<file path="src/rtl/prime_pkg.sv">
`default_nettype none
// ============================================================================
//  Module   : prime_pkg
//  Brief    : Shared types and constants for the prime sweep controller
//  Revision : 1.0  - initial release
// ============================================================================
package prime_pkg;

   // Width of the swept value range
   localparam int VAL_W = 4;

   // Bit n is set when n is prime (2, 3, 5, 7, 11, 13)
   localparam logic [15:0] PRIME_MASK = 16'b0010_1000_1010_1100;

   // Sweep sequencer states
   typedef enum logic [1:0] {
      IDLE = 2'd0,
      SCAN = 2'd1,
      EMIT = 2'd2,
      DONE = 2'd3
   } state_t;

endpackage : prime_pkg
`default_nettype wire

</file>
<file path="src/rtl/prime_lut4.sv">
`default_nettype none
// ============================================================================
//  Module   : prime_lut4
//  Brief    : Combinational 4-bit prime detector (mask lookup)
//  Revision : 1.0  - initial release
// ============================================================================
module prime_lut4
   import prime_pkg::*;
(
   input  logic [VAL_W-1:0] v,
   output logic             is_prime
);

   // Direct lookup: one mask bit per representable value
   always_comb begin
      is_prime = PRIME_MASK[v];
   end

endmodule : prime_lut4
`default_nettype wire

</file>
<file path="src/rtl/prime_sweep_ctrl.sv">
`default_nettype none
// ============================================================================
//  Module   : prime_sweep_ctrl
//  Brief    : Sweeps [lo, hi] through the prime detector one value per cycle,
//             streams primes over valid/ready, counts them, pulses done.
//  Revision : 1.0  - initial release
// ============================================================================
module prime_sweep_ctrl
   import prime_pkg::*;
#(
   parameter int CNT_W = 5
)(
   input  logic             clk,
   input  logic             rst,
   input  logic             start,
   input  logic [VAL_W-1:0] lo,
   input  logic [VAL_W-1:0] hi,
   output logic             busy,
   output logic             out_valid,
   input  logic             out_ready,
   output logic [VAL_W-1:0] out_data,
   output logic             done,
   output logic [CNT_W-1:0] prime_count
);

   state_t           r_state;
   logic [VAL_W-1:0] r_cur;
   logic [VAL_W-1:0] r_hi;
   logic             r_busy;
   logic             r_out_valid;
   logic [VAL_W-1:0] r_out_data;
   logic             r_done;
   logic [CNT_W-1:0] r_count;
   logic             w_is_prime;
   logic             w_at_end;

   // The range start needs no separate register: it lives in r_cur from the
   // accepting edge onwards.
   prime_lut4 u_lut (
      .v        (r_cur),
      .is_prime (w_is_prime)
   );

   // Termination is an equality compare, so hi=15 can never wrap cur to 0
   assign w_at_end = (r_cur == r_hi);

   // Sweep sequencer with registered status and stream outputs
   always_ff @(posedge clk) begin
      if (rst) begin
         r_state     <= IDLE;
         r_cur       <= '0;
         r_hi        <= '0;
         r_busy      <= 1'b0;
         r_out_valid <= 1'b0;
         r_out_data  <= '0;
         r_done      <= 1'b0;
         r_count     <= '0;
      end else begin
         r_done <= 1'b0;
         case (r_state)
            IDLE: begin
               if (start) begin
                  r_hi    <= hi;
                  r_cur   <= lo;
                  r_count <= '0;
                  r_busy  <= 1'b1;
                  if (lo > hi) begin
                     r_state <= DONE;
                     r_done  <= 1'b1;
                  end else begin
                     r_state <= SCAN;
                  end
               end
            end
            SCAN: begin
               if (w_is_prime) begin
                  r_out_data  <= r_cur;
                  r_out_valid <= 1'b1;
                  r_state     <= EMIT;
               end else if (w_at_end) begin
                  r_state <= DONE;
                  r_done  <= 1'b1;
               end else begin
                  r_cur <= r_cur + 1'b1;
               end
            end
            EMIT: begin
               if (out_ready) begin
                  if (r_count != {CNT_W{1'b1}}) begin
                     r_count <= r_count + 1'b1;
                  end
                  r_out_valid <= 1'b0;
                  if (w_at_end) begin
                     r_state <= DONE;
                     r_done  <= 1'b1;
                  end else begin
                     r_cur   <= r_cur + 1'b1;
                     r_state <= SCAN;
                  end
               end
            end
            DONE: begin
               r_busy  <= 1'b0;
               r_state <= IDLE;
            end
            default: begin
               r_state <= IDLE;
            end
         endcase
      end
   end

   assign busy        = r_busy;
   assign out_valid   = r_out_valid;
   assign out_data    = r_out_data;
   assign done        = r_done;
   assign prime_count = r_count;

endmodule : prime_sweep_ctrl
`default_nettype wire

</file>
<file path="config.mk">
export PLATFORM = sky130hd
export DESIGN_NAME = prime_sweep_ctrl
export DESIGN_NICKNAME = d
export VERILOG_FILES = /design/src/rtl/prime_pkg.sv /design/src/rtl/prime_lut4.sv /design/src/rtl/prime_sweep_ctrl.sv
export SDC_FILE = /design/constraint.sdc
export NUM_CORES = 1
export LEC_CHECK = 0
export CORE_MARGIN = 2
export CORE_UTILIZATION = 56
export DETAILED_ROUTE_END_ITERATION = 16
export PLACE_DENSITY = 0.81
export SLEW_MARGIN = 20
export SYNTH_ARGS = -nofsm -noshare
export SYNTH_HDL_FRONTEND = slang
export SYNTH_SLANG_ARGS = --single-unit
</file>
<file path="constraint.sdc">
create_clock -name clk -period 3.05 [get_ports clk]
set_input_delay 0.305 -clock clk [delete_from_list [all_inputs] [get_ports clk]]
set_output_delay 0.305 -clock clk [all_outputs]
set_load 0.01 [all_outputs]
</file>
# Yosys cells after proc, flatten, opt, wreduce, memory -nomap -nowiden
# Memory sizes are Yosys's and may differ from the RTL's. A register that Yosys moved wholly into a read port is not among the register bits.
# Index checks and enable logic that the tools add are counted.
[word_totals]
ff_bits = 22
rom_bits = 16
input_bits = 12
elab_cells = 66
memories = 1
[mem_list]
columns = ["name", "words", "word_bits", "rd", "rd_ports_with_merged_regs", "wr", "line_no", "text"]
rows = [
  ["(name not given)", 16, 1, 1, 1, 0, "prime_lut4.sv:16", "is_prime = PRIME_MASK[v];"],
]
[op_classes]
add_sub_neg = 2
n_lt_le_gt_ge = 2
eq_ne = 11
mux = 30
reduce_logical = 12
[ops]
columns = ["op", "n"]
rows = [
  ["two-way mux 4 bit", 6],
  ["two-way mux 5 bit", 3],
  ["two-way mux 2 bit", 6],
  ["case mux 4 bit (3 select lines)", 1],
  ["case mux 5 bit (2 select lines)", 1],
  ["two-way mux 1 bit", 9],
  ["!= test 2 bit (second input constant)", 4],
  ["case mux 2 bit (4 select lines)", 1],
  ["AND reduction 4 bit", 2],
  ["AND reduction 2 bit", 3],
  ["AND reduction 3 bit", 2],
  ["nonzero test 2 bit", 3],
  ["adder 5 x 1 -> 5 bit (second input constant)", 1],
  ["< comparator 4 x 5 -> 1 bit (second input constant)", 1],
  ["!= test 5 bit (second input constant)", 1],
  ["adder 4 x 1 -> 4 bit (second input constant)", 1],
  ["equality test 2 bit (second input constant)", 2],
  ["equality test 4 bit", 1],
  ["greater-than comparator 4 bit", 1],
  ["case mux 1 bit (2 select lines)", 2],
  ["!= test 3 x 2 -> 1 bit (second input constant)", 1],
  ["case mux 1 bit (3 select lines)", 1],
  ["nonzero test 3 bit", 1],
  ["equality test 2 x 1 -> 1 bit (second input constant)", 1],
  ["2 further kinds", 2],
]

# Depth between registers and ports, before layout
[logic_depth]
ltp_word = 6
depth_mapped = 10
depth_no_buf = 9

# Modules after synthesis
# Synthesis repeated with hierarchy kept, for this count alone.
[hier_totals]
hier_cells = 160
hier_area_um2 = 1267.5
[modules_own_cells]
columns = ["module", "n_inst", "cells_each", "area_each_um2", "seq_area_each_um2"]
rows = [
  ["prime_sweep_ctrl", 1, 157, 1247.4, 440.4],
  ["prime_lut4", 1, 3, 20.0, 0.0],
]

# Worst setup path before layout
# Ideal clock, no wire load.
[synth_path]
path_type = "reg-to-reg"
from = "register r_state[0]"
to = "register u_lut.is_prime (netlist name)"
setup_time_ns = 0.119
arrival_time_ns = 1.964
path_slack_ns = 0.967
path_stages_with_launch = 9
period_less_slack_ns = 2.083
cell_sequence = "dfxtp_1 -> inv_1 -> ha_1 -> or2b_4 -> nand4b_2 -> mux2_2 -> a311oi_2 -> mux2i_1 -> a21oi_1"
[synth_lines]
columns = ["element", "line_no", "text"]
rows = [
  ["from (decl)", "prime_sweep_ctrl.sv:26", "state_t r_state;"],
  ["from (signal assigned)", "prime_sweep_ctrl.sv:50", "r_state <= IDLE;"],
  ["from (signal assigned)", "prime_sweep_ctrl.sv:68", "r_state <= DONE;"],
  ["from (signal assigned)", "prime_sweep_ctrl.sv:71", "r_state <= SCAN;"],
]

==> impl_metrics.prom <==
# TYPE chip_impl_metric gauge
chip_impl_metric{name="drt-total-wl",unit="mm"} 3.04
chip_impl_metric{name="final_net_count",unit=""} 208
chip_impl_metric{name="p_per_area",unit="mW/mm²"} 753
chip_impl_metric{name="drt_iter0_markers",unit=""} 18
chip_impl_metric{name="worst_setup_hold_path_clk_slew",unit="ns"} 0.12
chip_impl_info{name="cts_root_buffer",value="clkbuf_4"} 1
chip_impl_metric{name="dp_hpwl",unit="mm"} 2.34
chip_impl_metric{name="drc",unit=""} 0
chip_impl_metric{name="die_h",unit="µm"} 53.4
chip_impl_metric{name="first_pass_iters",unit=""} 5
chip_impl_metric{name="timing.critical_path.required",unit="ns"} 3.25
chip_impl_metric{name="drive_above_1_share",unit="%"} 6.56
chip_impl_info{name="layout.cells.most_common_list",value="dfxtp_1, clkdlybuf4s50_1, a21oi_1"} 1
chip_impl_metric{name="place_congestion",unit=""} 0.820
chip_impl_metric{name="initial_utilization",unit="%"} 60.5
chip_impl_metric{name="top_level_ports",unit=""} 24
chip_impl_metric{name="die-width",unit="µm"} 53.4
chip_impl_info{name="critical-path-slowest-cell",value="dfxtp_1"} 1
chip_impl_metric{name="grt_antenna_before_repair",unit=""} 0
chip_impl_metric{name="design.die.area",unit="mm²"} 0.00285
chip_impl_metric{name="total_cts_buffers",unit=""} 3
chip_impl_metric{name="fill_cells",unit=""} 201
chip_impl_metric{name="timing.max_slew.rel_slack",unit="%"} 73.4
chip_impl_metric{name="synth.ff_latch_count",unit=""} 23
chip_impl_metric{name="maxCapViolations",unit=""} 0
chip_impl_metric{name="setup_total_negative_slack",unit="ns"} 0
chip_impl_metric{name="worst_ep_arrival_time",unit="ns"} 2.52
chip_impl_metric{name="multi_input_area",unit="µm²"} 842
chip_impl_metric{name="grt_max_degree",unit=""} 23
chip_impl_metric{name="worstMarginPinSlew",unit="ns"} 0.394
chip_impl_info{name="worstSetupEndpointType",value="flop"} 1
chip_impl_info{name="cts_tree",value="done"} 1
chip_impl_info{name="outcome",value="complete, no violations"} 1
chip_impl_info{name="hold_path_class",value="flop to flop"} 1
chip_impl_metric{name="cts.path.max_buffers",unit=""} 2
chip_impl_metric{name="rows",unit=""} 17
chip_impl_metric{name="synthesis.area",unit="mm²"} 0.00137
chip_impl_metric{name="detailroute.via_count",unit=""} 1195
chip_impl_metric{name="critical_path.max_stage_delay",unit="ns"} 0.37
chip_impl_metric{name="syn_avg_cell_area",unit="µm²"} 8.48
chip_impl_metric{name="postCtsResizedCells",unit=""} 0
chip_impl_metric{name="report.final.hold_viol_count",unit=""} 0
chip_impl_metric{name="min_period",unit="ns"} 2.32
chip_impl_metric{name="final_min_period_over_clock_period",unit="%"} 76.2
chip_impl_metric{name="number_of_pins_with_negative_max_slew_slack_in_the_final_report",unit=""} 0
chip_impl_info{name="crit_chain",value="inv_1 -> ha_1 -> or2b_4 -> nand4b_2 -> mux2_2 -> a311oi_2 -> mux2i_1 -> a21oi_1"} 1
chip_impl_metric{name="drtAntennaViolNets",unit=""} 0
chip_impl_metric{name="placeableCoreArea",unit="mm²"} 0.00225
chip_impl_metric{name="grt_total_usage",unit="%"} 24.5
chip_impl_metric{name="num_antenna_cells",unit=""} 0
chip_impl_metric{name="area_growth_syn_to_layout",unit="%"} 19.5
chip_impl_metric{name="synth.net_count",unit=""} 185
chip_impl_metric{name="ff_latch_area",unit="µm²"} 460
chip_impl_metric{name="setup_viol",unit=""} 0
chip_impl_metric{name="clock_insertion_delay_worst_skew",unit="ns"} 0.30
chip_impl_metric{name="final.setup_skew",unit="ns"} 0.00881
chip_impl_info{name="setup_repair_after_global_routing_missed_its_margin",value="no"} 1
chip_impl_metric{name="achievable_freq",unit="MHz"} 430
chip_impl_metric{name="synth.lib_cells_used.distinct",unit=""} 39
chip_impl_info{name="worst_setup_path_start_kind",value="flop"} 1
chip_impl_metric{name="path_max_fanout",unit=""} 7
chip_impl_metric{name="total_design_power",unit="mW"} 1.23
chip_impl_metric{name="holdBufCountCts",unit=""} 0
chip_impl_metric{name="post_synth_inst_count",unit=""} 161
chip_impl_metric{name="htree_depth",unit=""} 1
chip_impl_metric{name="port_buffers",unit=""} 23
chip_impl_metric{name="max-vdd-ir-drop",unit="V"} 0.000743
chip_impl_metric{name="grt_pass1_wl",unit="mm"} 5.10
chip_impl_metric{name="via_count_of_the_first_global_routing_pass",unit=""} 1177
chip_impl_metric{name="cts.sinks",unit=""} 23
chip_impl_metric{name="synth_sequential_area_ratio",unit="%"} 33.7
chip_impl_metric{name="route.detailed.wl_per_inst",unit="µm"} 14.4
chip_impl_metric{name="routed_via_density",unit=""} 5.66
chip_impl_info{name="timing_worst_setup_path_type",value="flop to flop"} 1
chip_impl_metric{name="synth.yosys.warnings",unit=""} 0
chip_impl_metric{name="post-cts-setup-buffers",unit=""} 0
chip_impl_metric{name="p_leak",unit="nW"} 0.674
chip_impl_metric{name="globalRoute.totalOverflow",unit=""} 0
[stage by stage]
stage	instance area, µm²	hold WS (ns)	utilization (%)	std cells	worst slack, ns
2_1_floorplan	1370	0.448	-	161	0.967
3_3_place_gp	1610	0.446	71.2	207	0.727
3_5_place_dp	1610	0.449	71.2	207	0.662
4_1_cts	1630	0.465	72.4	211	0.738
5_1_grt	1630	0.500	72.4	211	0.615
6_report	1630	0.462	72.4	211	0.725
[path summary, 6_finish.rpt]
kind / startpoint / to / slack [ns] / depth (start not counted)
worst max-delay path: r_state[0]$_SDFFE_PP0P_ / u_lut.is_prime$_DFF_P_ / 0.73 / 8
worst min register to register: out_data[0]$_SDFFE_PP0P_ / out_data[0]$_SDFFE_PP0P_ / 0.46 / 2
worst min-delay path: out_data[0]$_SDFFE_PP0P_ / out_data[0]$_SDFFE_PP0P_ / 0.46 / 2
worst max register to register: r_state[0]$_SDFFE_PP0P_ / u_lut.is_prime$_DFF_P_ / 0.73 / 8
[layer usage]
metal / routed length, µm / GRT usage, % / vias up
met5: 0 / 0 / -
met4: 31 / 6.84 / 0
met3: 79 / 5.08 / 4
met2: 1510 / 42.4 / 22
met1: 1420 / 30.3 / 553
li1: - / - / 616
[critical path, delay by kind of cell (launching register included)]
family,cells,cell delay [ns]
buffers and inverters,1,0.15
flip-flops,1,0.37
multiplexers,2,0.61
AND/OR/NAND/NOR,2,0.49
adder cells (fa/ha/maj),1,0.28
AO/OA/AOI/OAI,2,0.33
[registers in the layout (all words and copies together), names as in the netlist]
name	count
busy	1
done	1
out_data	4
out_valid	1
prime_count	5
r_cur	4
r_hi	4
r_state	2
u_lut.is_prime	1
[cells in the mapped netlist]
cell type  count  area share (%)
or2_2          1            0.46
a21o_1         1            0.55
nand4b_2       1             1.1
buf_2          2            0.73
nand2_2        1            0.46
a211o_1        2             1.3
a31oi_1        1            0.46
nand2_1       17             4.7
o32ai_1        1            0.64
a21oi_1       18             6.6
buf_1          1            0.27
a211oi_1       2             1.1
nor3_1         2            0.73
inv_1          8             2.2
or4_4          1            0.82
a2bb2oi_1      2             1.3
mux2_2         1            0.82
o22a_1         2             1.3
mux2i_1        3             2.2
clkbuf_1       1            0.27
and2b_1        1            0.55
nor4_4         1             1.6
buf_4          2             1.1
nand2b_1       5             2.3
nand4_1        4             1.8
and2_1         1            0.46
a311oi_2       1             1.1
nor2_1        11             3.0
nand3b_1       2             1.1
o21ai_0        4             1.5
nand3_1       10             3.7
dfxtp_1       23              34
o21a_1         3             1.6
nor2b_1        4             1.8
ha_1          12              11
or2b_4         1            0.82
and3_1         1            0.46
xor2_1         6             3.8
or2b_1         1            0.55
[layout make-up]
| class | instances | share of cell area, % |
|---|---|---|
| Inverter | 8 | 1.84 |
| Tap cell | 28 | 2.15 |
| Sequential cell | 23 | 28.2 |
| Multi-Input combinational cell | 124 | 51.6 |
| Timing Repair Buffer | 24 | 14.6 |
| Clock buffer | 4 | 1.61 |
[power by group]
| group | internal [mW] | switching, mW |
|---|---|---|
| Clock | 0.0509 | 0.0852 |
| Sequential | 0.359 | 0.0731 |
| Combinational | 0.300 | 0.360 |
| Total | 0.710 | 0.518 |
[cells by family (layout without fill, tap and decap cells)]
group,after synthesis,count (layout),share of synthesized area [%]
simple gates,65,65,26.4
compound gates,37,37,17.4
flops,23,23,33.7
buf+inv,14,36,4.58
fa+ha+maj,12,12,11.0
xor+xnor,6,6,3.85
mux,4,4,3.02
No activity file was read; power rests on OpenSTA's default activity.
